`config.mk`:
```
export PLATFORM = sky130hd
export DESIGN_NAME = quad_gen
export DESIGN_NICKNAME = d
export VERILOG_FILES = /design/src/rtl/quad_gen.sv
export SDC_FILE = /design/constraint.sdc
export NUM_CORES = 1
export LEC_CHECK = 0
export BUFFER_PORTS_ARGS = -buffer_cell sky130_fd_sc_hd__clkbuf_2
export CAP_MARGIN = 20
export CORE_MARGIN = 5
export CORE_UTILIZATION = 55
export DETAILED_ROUTE_END_ITERATION = 6
export GPL_ROUTABILITY_DRIVEN = 0
export PLACE_DENSITY_LB_ADDON = 0.15
export SLEW_MARGIN = 20
export SYNTH_ARGS = -nofsm -noshare
export SYNTH_HDL_FRONTEND = slang
export SYNTH_SLANG_ARGS = --single-unit
```
`constraint.sdc`:
```
create_clock -name clk -period 4.5 [get_ports clk]
set_input_delay 0.675 -clock clk [delete_from_list [all_inputs] [get_ports clk]]
set_output_delay 0.675 -clock clk [all_outputs]
set_load 0.05 [all_outputs]
```
`src/rtl/quad_gen.sv`:
```
// Quadrature encoder signal generator: one full A/B detent per accepted step request,
// fixed dwell per quadrature state, with a wrapping signed position count.
//
// state | meaning
// IDLE  | rest at 00, ready for a request
// S1    | first intermediate code (10 CW / 01 CCW)
// S2    | second intermediate code (11)
// S3    | third intermediate code (01 CW / 10 CCW)
// S4    | back at 00, settle dwell before ready
module quad_gen #(
    parameter int PHASE_CYCLES = 50000,
    parameter int POS_W        = 8
) (
    input  logic             clk,
    input  logic             reset,
    input  logic             step_req,
    input  logic             step_dir,
    output logic             step_rdy,
    output logic             q_a,
    output logic             q_b,
    output logic             edge_stb,
    output logic [POS_W-1:0] pos
);

    localparam int TMR_W = $clog2(PHASE_CYCLES + 1);
    localparam logic [TMR_W-1:0] TMR_LOAD = TMR_W'(PHASE_CYCLES - 1);

    localparam logic [2:0] IDLE = 3'd0;
    localparam logic [2:0] S1   = 3'd1;
    localparam logic [2:0] S2   = 3'd2;
    localparam logic [2:0] S3   = 3'd3;
    localparam logic [2:0] S4   = 3'd4;

    logic [2:0]       state;
    logic [TMR_W-1:0] timer;
    logic             dir;

    // Down-counter dwell: loaded with P-1 on entry, state advances when it reads zero.
    always_ff @(posedge clk) begin
        if (reset) begin
            state    <= IDLE;
            timer    <= '0;
            dir      <= 1'b0;
            step_rdy <= 1'b1;
            q_a      <= 1'b0;
            q_b      <= 1'b0;
            edge_stb <= 1'b0;
            pos      <= '0;
        end else begin
            edge_stb <= 1'b0;
            if (state == IDLE) begin
                if (step_req) begin
                    dir      <= step_dir;
                    state    <= S1;
                    timer    <= TMR_LOAD;
                    step_rdy <= 1'b0;
                    q_a      <= step_dir;
                    q_b      <= ~step_dir;
                    edge_stb <= 1'b1;
                end
            end else if (timer != '0) begin
                timer <= timer - TMR_W'(1);
            end else begin
                timer <= TMR_LOAD;
                case (state)
                    S1: begin
                        state    <= S2;
                        q_a      <= 1'b1;
                        q_b      <= 1'b1;
                        edge_stb <= 1'b1;
                    end
                    S2: begin
                        state    <= S3;
                        q_a      <= ~dir;
                        q_b      <= dir;
                        edge_stb <= 1'b1;
                    end
                    S3: begin
                        state    <= S4;
                        q_a      <= 1'b0;
                        q_b      <= 1'b0;
                        edge_stb <= 1'b1;
                        pos      <= dir ? pos + POS_W'(1) : pos - POS_W'(1);
                    end
                    default: begin
                        state    <= IDLE;
                        timer    <= '0;
                        step_rdy <= 1'b1;
                    end
                endcase
            end
        end
    end

endmodule

```
==> results of run 1 <==
==> cells by family (layout without fill, tap and decap cells) <==
kind of cell             Yosys count  in the layout
adder cells (fa/ha/maj)            9              9
multiplexers                       3              3
buffers and inverters             20             31
AND/OR/NAND/NOR                   96             96
AO/OA/AOI/OAI                     70             70
flip-flops                        32             32
XOR/XNOR                           6              6
==> power by group through the flow <==
stage	logic [mW]	clock network, mW	registers [mW]
5_1_grt	0.247	0.192	0.345
3_3_place_gp	0.214	0	0.345
2_1_floorplan	0.159	0	0.358
3_5_place_dp	0.215	0	0.346
4_1_cts	0.216	0.178	0.340
6_report	0.217	0.174	0.341
==> area by class of cell <==
cell class	instances	area, µm²	share of cell area
sequential	32	641	0.324
inverter	8	30.0	0.0152
clock buffer	8	58.8	0.0298
multi-input combinational	184	1110	0.563
timing repair buffer	15	75.1	0.0380
tap	46	57.6	0.0292
==> final timing paths <==
| path | end | depth (start not counted) |
|---|---|---|
| min | pos[4] | 2 |
| max reg2reg | timer[3] | 7 |
| min reg2reg | pos[4] | 2 |
| max | timer[3] | 7 |
==> stage by stage <==
stage | hold slack, ns | area [µm²] | total power, mW
floorplan | 0.466 | 1830 | 0.517
global placement | 0.464 | 1910 | 0.559
detailed placement | 0.470 | 1910 | 0.561
CTS | 0.486 | 1970 | 0.734
global route | 0.500 | 1970 | 0.784
finish | 0.484 | 1970 | 0.732
==> placed cells by master (no fill, tap or decap), types with 2 or more instances in the layout <==
cell type	synthesis	final
nor4_1	2	2
nor3_2	1	2
nand2_1	24	24
nor2_1	25	25
inv_1	8	8
a21oi_1	35	35
nor2_2	2	2
o31ai_1	5	5
clkbuf_4	0	5
xor2_1	2	2
o21ai_0	14	14
xnor2_1	4	4
a21o_1	7	7
and4_1	2	2
nor3_1	15	14
dfxtp_1	32	32
nor2b_1	3	3
nand3_1	4	4
a211oi_1	6	6
mux2i_1	2	2
nand3b_1	3	3
or3_1	2	2
clkbuf_1	8	2
nand2b_1	4	4
ha_1	8	8
clkbuf_2	0	15
==> per-layer routing <==
layer	track usage	up-vias	wire (µm)
met5	0	-	0
met4	0.0759	0	44
met3	0.0582	5	152
met2	0.284	27	1700
met1	0.266	740	1990
li1	-	855	-
==> sequential cells by signal, summed over array words and instances, names as in the netlist <==
register and flops:
timer 16, q_a 1, state 3, step_rdy 1, pos 8, q_b 1
edge_stb 1, dir 1
==> critical path: stages (launching register included) <==
cell      delay, ns
dfxtp_1        0.33
inv_1          0.15
ha_1           0.17
nor4b_2        0.28
nand4_2        0.22
a21oi_1        0.82
o21ai_0        0.21
a211oi_1       0.25
==> key figures, run 1 <==
Outcome
  – Run status: completed

STA
  – Max-Slew Margin vs Limit: 0.358
  – Final sum of negative setup slack: 0 ns
  – Slew Viols, Final: 0
  – Slew @ Worst Pin: around 0.96 ns
  – Highest clock frequency the design can meet: between 0.3 and 0.4 GHz
  – Setup repair after global routing missed its margin: false
  – Final setup violation count: 0
  – Setup skew after layout: ~0.0081 ns
  – Period minus WS final: 2.52 ns
  – Worst Setup Slack, final: roughly 2 ns
  – Fin. Hold Viols: 0
  – Portion of the clock cycle consumed by the worst path in the final layout: 0.560

Yosys
  – Yosys warning total: 0
  – Mux contribution to synthesized area: 0.0171
  – #FFs+latches synth: 32
  – Most frequent cells after synthesis: a21oi_1 (35), dfxtp_1 (32), nor2_1 (25), nand2_1 (24), nor3_1 (15)
  – Largest family of logic cells by synthesized area: simple AND/OR/NAND/NOR gates
  – Dominant synthesized flop cell: dfxtp_1
  – Net count after synthesis: approximately 250
  – Synthesized-area fraction occupied by and/or/nand/nor cells: 0.274
  – XOR/XNOR share of the synthesized area: 0.0287
  – Post-synthesis compound-gate area fraction: 0.219
  – Part of the Yosys area used for sequential elements: 0.350
  – Leading cell type by number of instances after synthesis: a21oi_1
  – Count of flip-flops with a built-in enable after synthesis: 0
  – Area share of fa/ha/maj cells after synthesis: 0.0656
  – Largest cells by area after synthesis: dfxtp_1 (35%), a21oi_1 (9.6%), ha_1 (5.5%), nor2_1 (5.1%), nand2_1 (4.9%)
  – Gate count after technology mapping: 236
  – Post-synth top area share: 0.350
  – Leading area contributor after synthesis: dfxtp_1
  – Unique cell type count in the Yosys netlist: 41
  – Average footprint of a synthesized cell: about 7.8 µm²
  – Share of synthesized flip-flops with an asynchronous set or reset: 0
  – Syn Std Cell Area: 1830 µm²

Clock tree
  – Buffer count from post-CTS setup fixing: 0
  – CTS hold repair buffers: 0
  – Number of levels in the clock H-tree: 2
  – Root buf cell: clkbuf_4
  – Clock network latency to the later pin of the worst-skew pair: roughly 0.33 ns
  – Clock buffer count from CTS: 5
  – Largest buffer count on any clock path: 2
  – Clock net sink count: 32
  – TritonCTS clock tree: done
  – Clock transition at the register clock pins on the worst setup and hold paths after CTS: roughly 0.10 ns
  – # resized after CTS: 0

Critical path
  – Startpoint-to-endpoint class of the critical path: reg2reg
  – Startpoint of the most critical register-to-register path: timer[0]
  – Setup slack of the most critical reg-to-reg path: roughly 2.0 ns
  – CP endpoint kind: flip-flop
  – Crit path launch: timer[0]
  – Arrival time of data at the critical path endpoint: between 2 and 3 ns
  – Critical path data required time: about 4.7 ns
  – Critical path peak fanout: 14
  – Category of the worst setup path launch point: flip-flop

Drt
  – Post-DRT Antenna Nets: 0
  – Detailed-route wire length: 3890 µm
  – Iteration-0 DRC count of the detailed router: roughly 180
  – Total DRC errors in the routed layout: 0
  – Per-cell routed wire length: 13.3 µm
  – Number of vias in the routed layout: about 1600
  – Via density per instance: approximately 5.6
  – TritonRoute pass-1 iters: 4

Place
  – Post-Place Worst Slack: around 2.0 ns
  – Post-DP HPWL: 2710 µm
  – I/O Buffers: 15
  – Total placed cells including tap cells: ~290

Cells and area
  – Non-Filler Instances: around 290
  – Share of post-route cells with drive strength above 1: 0.117
  – Layout filler cell count: 307
  – Total inserted antenna cells: 0
  – Share of the core filled with cells in the final layout: 0.601
  – NumNets Final: around 260
  – Synth-to-layout area growth: 7.79%

GRT
  – Overflow left after global routing: 0
  – Antenna violations before repair: 0
  – First-pass GRT wire length: ~6700 µm
  – Maximum number of pins on one net before global-route repair: 35
  – Vias in the first global route: approximately 1400
  – GR Util All Layers: 0.195

Min path
  – Min-Delay Path Class: reg2reg
  – Worst min-delay path startpoint: pos[4]

Floorplan
  – Horizontal die dimension: 67.7 µm
  – Die Span Y: a little under 70 µm
  – Core box area: ~3300 µm²
  – Die outline area: 4580 µm²
  – Effective utilization at floorplan: 0.558
  – Ports placed on the boundary: 16
  – Row count: 21

Power and ir drop
  – Internal Power: approximately 0.46 mW
  – Switching power total: 0.269 mW
  – Part of the power in combinational logic: 0.297
  – PD cells: about 370 nW/µm²
  – Share of total power in the clock network: 0.237
  – Proportion of power drawn by flip-flops and latches: 0.466
  – Maximum vdd ir drop: between 0.2 and 0.25 mV
  – Switch share: 0.367
  – Static Leakage: approximately 0.8 nW

Flow run
  – Max cap viols: 0
Note: power is estimated with default switching activity, not from simulation.
==> inputs of run 2 (changes only) <==
Settings changed: ABC_AREA set to 1, CORE_UTILIZATION 55 to 54.
Clock period 4.5 ns to 2.3 ns, I/O delays scaled along.
==> key figures, run 2 <==
Clock tree
  – TritonCTS clock tree: done
  – Largest buffer count on any clock path: 2
  – # resized after CTS: 0
  – CTS hold repair buffers: 0
  – Buffer count from post-CTS setup fixing: 0
  – Clock transition at the register clock pins on the worst setup and hold paths after CTS: roughly 0.07 ns
  – Number of levels in the clock H-tree: 2
  – Root buf cell: clkbuf_8
  – Clock network latency to the later pin of the worst-skew pair: about 0.28 ns
  – Clock buffer count from CTS: 5
  – Clock net sink count: 32

Critical path
  – Critical path data required time: 2.48 ns
  – Category of the worst setup path launch point: flip-flop
  – Startpoint-to-endpoint class of the critical path: reg2reg
  – Startpoint of the most critical register-to-register path: dir
  – Endpoint of the lowest-slack register-to-register path: pos[6]
  – Arrival time of data at the critical path endpoint: around 1.9 ns
  – Path depth of the worst reg2reg path: 9
  – CP endpoint kind: flip-flop
  – Critical path peak fanout: 9
  – Setup slack of the most critical reg-to-reg path: between 0.6 and 0.7 ns

Cells and area
  – Design area: 2280 µm²
  – NumNets Final: between 300 and 400
  – Most used cells in the layout excluding fill and tap cells: nand2_1 (92), inv_1 (44), dfxtp_1 (32)
  – Sequential cell area: 641 µm²
  – Area of the multi-input gates: around 1200 µm²
  – Total inserted antenna cells: 0
  – Number of flip-flops under the largest register name: 16
  – Most common cell after layout, fill and taps aside: nand2_1
  – Layout filler cell count: around 370
  – Largest registers: timer: 16 flops, pos: 8 flops, state: 3 flops
  – Most flops, register: timer
  – Share of post-route cells with drive strength above 1: 0.127
  – Synth-to-layout area growth: 10.7%

Flow run
  – Max cap viols: 0

STA
  – Fin. Hold Viols: 0
  – Portion of the clock cycle consumed by the worst path in the final layout: 0.738
  – Period minus WS final: between 1.5 and 2 ns
  – Highest clock frequency the design can meet: approximately 0.59 GHz
  – Final setup violation count: 0
  – Setup repair after global routing missed its margin: false
  – Slew Viols, Final: 0
  – Setup skew after layout: between 0.003 and 0.004 ns
  – Final sum of negative setup slack: 0 ns
  – Worst hold slack after final layout: roughly 0.39 ns
  – Slew @ Worst Pin: between 0.5 and 0.6 ns
  – Max-Slew Margin vs Limit: 0.624

Yosys
  – Largest cells by area after synthesis: dfxtp_1 (31%), nand2_1 (17%), inv_1 (8.0%), nand3_1 (6.1%), nor2_1 (5.7%)
  – Share of synthesized flip-flops with an asynchronous set or reset: 0
  – Dominant synthesized flop cell: dfxtp_1
  – Post-synth top area share: 0.312
  – Leading area contributor after synthesis: dfxtp_1
  – Most frequent cells after synthesis: nand2_1 (92), inv_1 (44), dfxtp_1 (32), nor2_1 (31), nand3_1 (25)
  – Syn Std Cell Area: about 2100 µm²
  – Count of flip-flops with a built-in enable after synthesis: 0
  – Net count after synthesis: around 330
  – #FFs+latches synth: 32
  – Leading cell type by number of instances after synthesis: nand2_1
  – Yosys warning total: 0
  – Part of the Yosys area used for sequential elements: 0.312
  – Gate count after technology mapping: 318
  – Average footprint of a synthesized cell: about 6.5 µm²
  – Unique cell type count in the Yosys netlist: 27

GRT
  – Met3 routing resource usage after global routing: 0.0449
  – Maximum number of pins on one net before global-route repair: 19
  – Antenna violations before repair: 0
  – Gr busiest metal: met2
  – Overflow left after global routing: 0
  – GR Util All Layers: 0.193
  – Met2 track demand over resource: 0.312
  – Fraction of met1 tracks used by global routing: 0.257
  – Vias in the first global route: 1813
  – First-pass GRT wire length: a little over 8000 µm

Drt
  – Detailed-route wire length: ~4500 µm
  – Iteration-0 DRC count of the detailed router: 107
  – Total DRC errors in the routed layout: 0
  – TritonRoute pass-1 iters: 4
  – Post-DRT Antenna Nets: 0
  – Per-cell routed wire length: between 10 and 15 µm
  – Via density per instance: roughly 5.0
  – Number of vias in the routed layout: a little under 2000

Floorplan
  – Ports placed on the boundary: 16
  – Horizontal die dimension: 71.7 µm
  – Die outline area: 5140 µm²
  – Core box area: roughly 3700 µm²
  – Row count: 22
  – Die Span Y: slightly above 70 µm
  – Effective utilization at floorplan: 0.557

Min path
  – Min-Delay Path Class: in2reg
  – Worst min-delay path startpoint: step_req
  – Worst hold stages: 3
  – Hold worst-path end: dir

Place
  – I/O Buffers: 15
  – Post-DP HPWL: about 3400 µm
  – Placed cell areas: between 2000 and 2500 µm²

Power and ir drop
  – Maximum vdd ir drop: between 0.9 and 1 mV
  – Static Leakage: between 1 and 1.5 nW
  – PD cells: 1290 nW/µm²
  – Post-layout power: between 2 and 3 mW

Outcome
  – Run status: completed
-- run 2: cell types whose count changed in the layout (fill, tap and decap cells not counted), moves of 5 or more --
cell / previous run / this run
a21oi_1: 35 / 23
nor2_1: 25 / 31
nand2_1: 24 / 92
o31ai_1: 5 / 0
inv_1: 8 / 44
xor2_1: 2 / 10
a211oi_1: 6 / 0
nor3_1: 14 / 3
clkbuf_4: 5 / 0
o21ai_0: 14 / 19
clkbuf_8: 1 / 6
nand3_1: 4 / 25
a21o_1: 7 / 0
-- run 2: layer usage --
metal  part of all wire  up-vias
met1               0.50      856
met2               0.47       28
met3              0.027        4
li1                   -     1046
met4             0.0085        0
met5                  0        -
-- run 2: cell families (layout without fill, tap and decap cells) --
family / Yosys count / count (layout) / share of synthesized area
buffers and inverters: 48 / 69 / 0.0919
DFF: 32 / 32 / 0.312
adders and majority gates: 9 / 9 / 0.0584
and+or+nand+nor: 173 / 173 / 0.380
xor gates and xnor gates: 11 / 11 / 0.0469
AOI/OAI and AO/OA: 45 / 45 / 0.111
-- run 2: layout make-up --
type	instances	area share
Multi-Input combinational cell	238	0.539
Sequential cell	32	0.281
Inverter	45	0.0742
Clock buffer	6	0.0363
Timing Repair Buffer	16	0.0363
Tap cell	48	0.0264
Clock inverter	2	0.00660
-- run 2: power by group --
part | leakage (nW) | internal (mW) | switching (mW) | total [mW]
logic | 0.846 | 0.519 | 1.11 | 1.63
clock network | 0.0434 | 0.242 | 0.225 | 0.467
registers | 0.262 | 0.708 | 0.139 | 0.847
-- run 2: metrics by stage --
step | setup WS [ns] | util | std cells
after global routing | 0.431 | 0.617 | 387
final | 0.603 | 0.617 | 387
after detailed placement | 0.647 | 0.591 | 379
after global placement | 0.694 | 0.591 | 379
after floorplan | 0.631 | - | 318
after CTS | 0.624 | 0.617 | 387
-- run 2: worst max path at each step --
stage                start  endpoint  slack, ns
CTS                    dir    pos[6]       0.62
floorplan           pos[3]    pos[6]       0.63
global placement       dir    pos[6]       0.69
global route           dir    pos[6]       0.43
detailed placement     dir    pos[6]       0.65
finish                 dir    pos[6]       0.60
-- run 2: worst max-delay path: stages, from the launching register on --
cell and delay [ns]:
dfxtp_1 0.33, inv_1 0.25, ha_1 0.35, a21oi_1 0.22
nand2b_1 0.15, nand3_1 0.07, nand2_1 0.06, nand2_1 0.04
nor2_1 0.08, nor2_1 0.04
==> inputs of run 3 (changes only) <==
Settings changed: CORE_UTILIZATION 54 to 55.
Clock period 2.3 ns to 1.7 ns, I/O delays scaled along.
==> key figures, run 3 (synthesis gave the netlist of run 2 again) <==
Critical path
  – Critical path peak fanout: 4
  – Crit-path max cell delay: ~0.36 ns
  – Critical path data required time: 1.93 ns
  – Path depth of the worst reg2reg path: 10
  – Startpoint-to-endpoint class of the critical path: reg2reg
  – Setup slack of the most critical reg-to-reg path: 0.11 ns
  – Startpoint of the most critical register-to-register path: dir
  – Arrival time of data at the critical path endpoint: roughly 1.8 ns
  – CP endpoint kind: flip-flop
  – Endpoint of the lowest-slack register-to-register path: pos[5]
  – Worst path cell trace: clkinvlp_4 > buf_4 > ha_4 > inv_1 > nand2_1 > nand3_1 > nand2_1 > xor2_1 > nor2_1 > nor2_1
  – Category of the worst setup path launch point: flip-flop
  – Library cell contributing the largest single delay on the critical path: dfxtp_2

Floorplan
  – Ports placed on the boundary: 16
  – Core box area: about 3600 µm²
  – Row count: 22
  – Die outline area: 5060 µm²
  – Horizontal die dimension: roughly 70 µm
  – Die Span Y: 71.1 µm
  – Effective utilization at floorplan: 0.566

Power and ir drop
  – Share of total power in the clock network: 0.177
  – PD cells: roughly 1800 nW/µm²
  – Switch share: 0.482
  – Static Leakage: roughly 1.2 nW
  – Proportion of power drawn by flip-flops and latches: 0.274
  – Internal Power: between 2 and 2.5 mW
  – Switching power total: between 2 and 2.5 mW
  – Maximum vdd ir drop: 1.05 mV
  – Part of the power in combinational logic: 0.549

Clock tree
  – Number of levels in the clock H-tree: 2
  – CTS hold repair buffers: 0
  – Clock transition at the register clock pins on the worst setup and hold paths after CTS: 0.08 ns
  – TritonCTS clock tree: done
  – Clock net sink count: 32
  – Clock network latency to the later pin of the worst-skew pair: 0.28 ns
  – Root buf cell: clkbuf_8
  – Largest buffer count on any clock path: 2
  – Clock buffer count from CTS: 5

Drt
  – Via density per instance: ~5
  – Number of vias in the routed layout: approximately 2000
  – Detailed-route wire length: ~4600 µm
  – TritonRoute pass-1 iters: 4
  – Total DRC errors in the routed layout: 0
  – Per-cell routed wire length: between 10 and 15 µm
  – Post-DRT Antenna Nets: 0
  – Iteration-0 DRC count of the detailed router: 121

STA
  – Worst Setup Slack, final: around 0.11 ns
  – Portion of the clock cycle consumed by the worst path in the final layout: 0.934
  – Final sum of negative setup slack: 0 ns
  – Final setup violation count: 0
  – Slew Viols, Final: 0
  – Fin. Hold Viols: 0
  – Slew @ Worst Pin: 0.551 ns
  – Max-Slew Margin vs Limit: 0.632
  – Setup repair after global routing missed its margin: true
  – Setup skew after layout: roughly 0.0077 ns
  – Period minus WS final: between 1.5 and 2 ns
  – Highest clock frequency the design can meet: around 0.63 GHz

Flow run
  – Max cap viols: 0

Place
  – I/O Buffers: 15
  – Total placed cells including tap cells: 380
  – Post-DP HPWL: about 3400 µm
  – Placed cell areas: roughly 2200 µm²
  – Post-Place Worst Slack: 0.0840 ns

GRT
  – Vias in the first global route: ~1800
  – Antenna violations before repair: 0
  – GR Util All Layers: 0.186
  – Overflow left after global routing: 0
  – First-pass GRT wire length: roughly 8000 µm
  – Maximum number of pins on one net before global-route repair: 19

Cells and area
  – Synth-to-layout area growth: 16.8%
  – Total inserted antenna cells: 0
  – Design area: around 2400 µm²
  – Share of post-route cells with drive strength above 1: 0.166
  – NumNets Final: around 360
  – Share of the core filled with cells in the final layout: 0.661
  – Layout filler cell count: around 340
  – Most flops, register: timer
  – Most common cell after layout, fill and taps aside: nand2_1
  – Largest registers: timer: 16 flops, pos: 8 flops, state: 3 flops
  – Sequential cell area: 642 µm²
  – Non-Filler Instances: a little under 400
  – Area of the multi-input gates: ~1300 µm²
  – Most used cells in the layout excluding fill and tap cells: nand2_1 (91), inv_1 (43), nor2_1 (31), dfxtp_1 (31), nand3_1 (25)
  – Number of flip-flops under the largest register name: 16

Min path
  – Hold worst-path end: dir
  – Worst hold stages: 3
  – Min-Delay Path Class: in2reg
  – Worst min-delay path startpoint: step_req

Outcome
  – Run status: completed
run 3: power by group through the flow:
stage,Combinational [mW],Sequential (mW),Clock (mW)
after floorplan,1.68,1.26,0
after global placement,2.17,1.15,0
after detailed placement,2.20,1.16,0
after CTS,2.22,1.14,0.762
after global routing,2.64,1.18,0.783
final,2.31,1.15,0.746
run 3: metal layers:
layer	wire, µm	vias to the layer above	GRT usage
met1	2150	869	0.227
met3	107	10	0.0355
li1	-	1058	-
met5	0	-	0
met4	75	0	0.0564
met2	2250	26	0.329
run 3: final cells by class:
| class | instances | area share |
|---|---|---|
| Inverter | 45 | 0.0719 |
| Clock buffer | 5 | 0.0287 |
| Sequential cell | 32 | 0.267 |
| Timing Repair Buffer | 21 | 0.0490 |
| Tap cell | 48 | 0.0250 |
| Clock inverter | 3 | 0.0193 |
| Multi-Input combinational cell | 238 | 0.539 |
run 3: repair_timing:
item                                    CTS  global route
setup buffers                             0             4
endpoints found under the setup margin    0             4
resized for setup                         0             9
run 3: worst max-delay path by stage:
stage	startpoint	to	slack [ns]
after CTS	dir	pos[6]	0.07
after floorplan	pos[3]	pos[6]	0.03
after global routing	dir	pos[7]	-0.04
after global placement	dir	pos[6]	0.13
after detailed placement	dir	pos[6]	0.08
final	dir	pos[5]	0.11
run 3: through the flow:
step	total power [mW]	hold slack, ns
6_report	4.21	0.288
2_1_floorplan	2.94	0.324
3_3_place_gp	3.33	0.438
4_1_cts	4.12	0.287
5_1_grt	4.60	0.299
3_5_place_dp	3.36	0.444
run 3: worst max-delay path: cells and delay by family (launching register included):
family / cells / cell delay [ns]
adders and majority gates: 1 / 0.29
DFF: 1 / 0.36
xor gates and xnor gates: 1 / 0.15
and+or+nand+nor: 5 / 0.41
buffers and inverters: 3 / 0.32
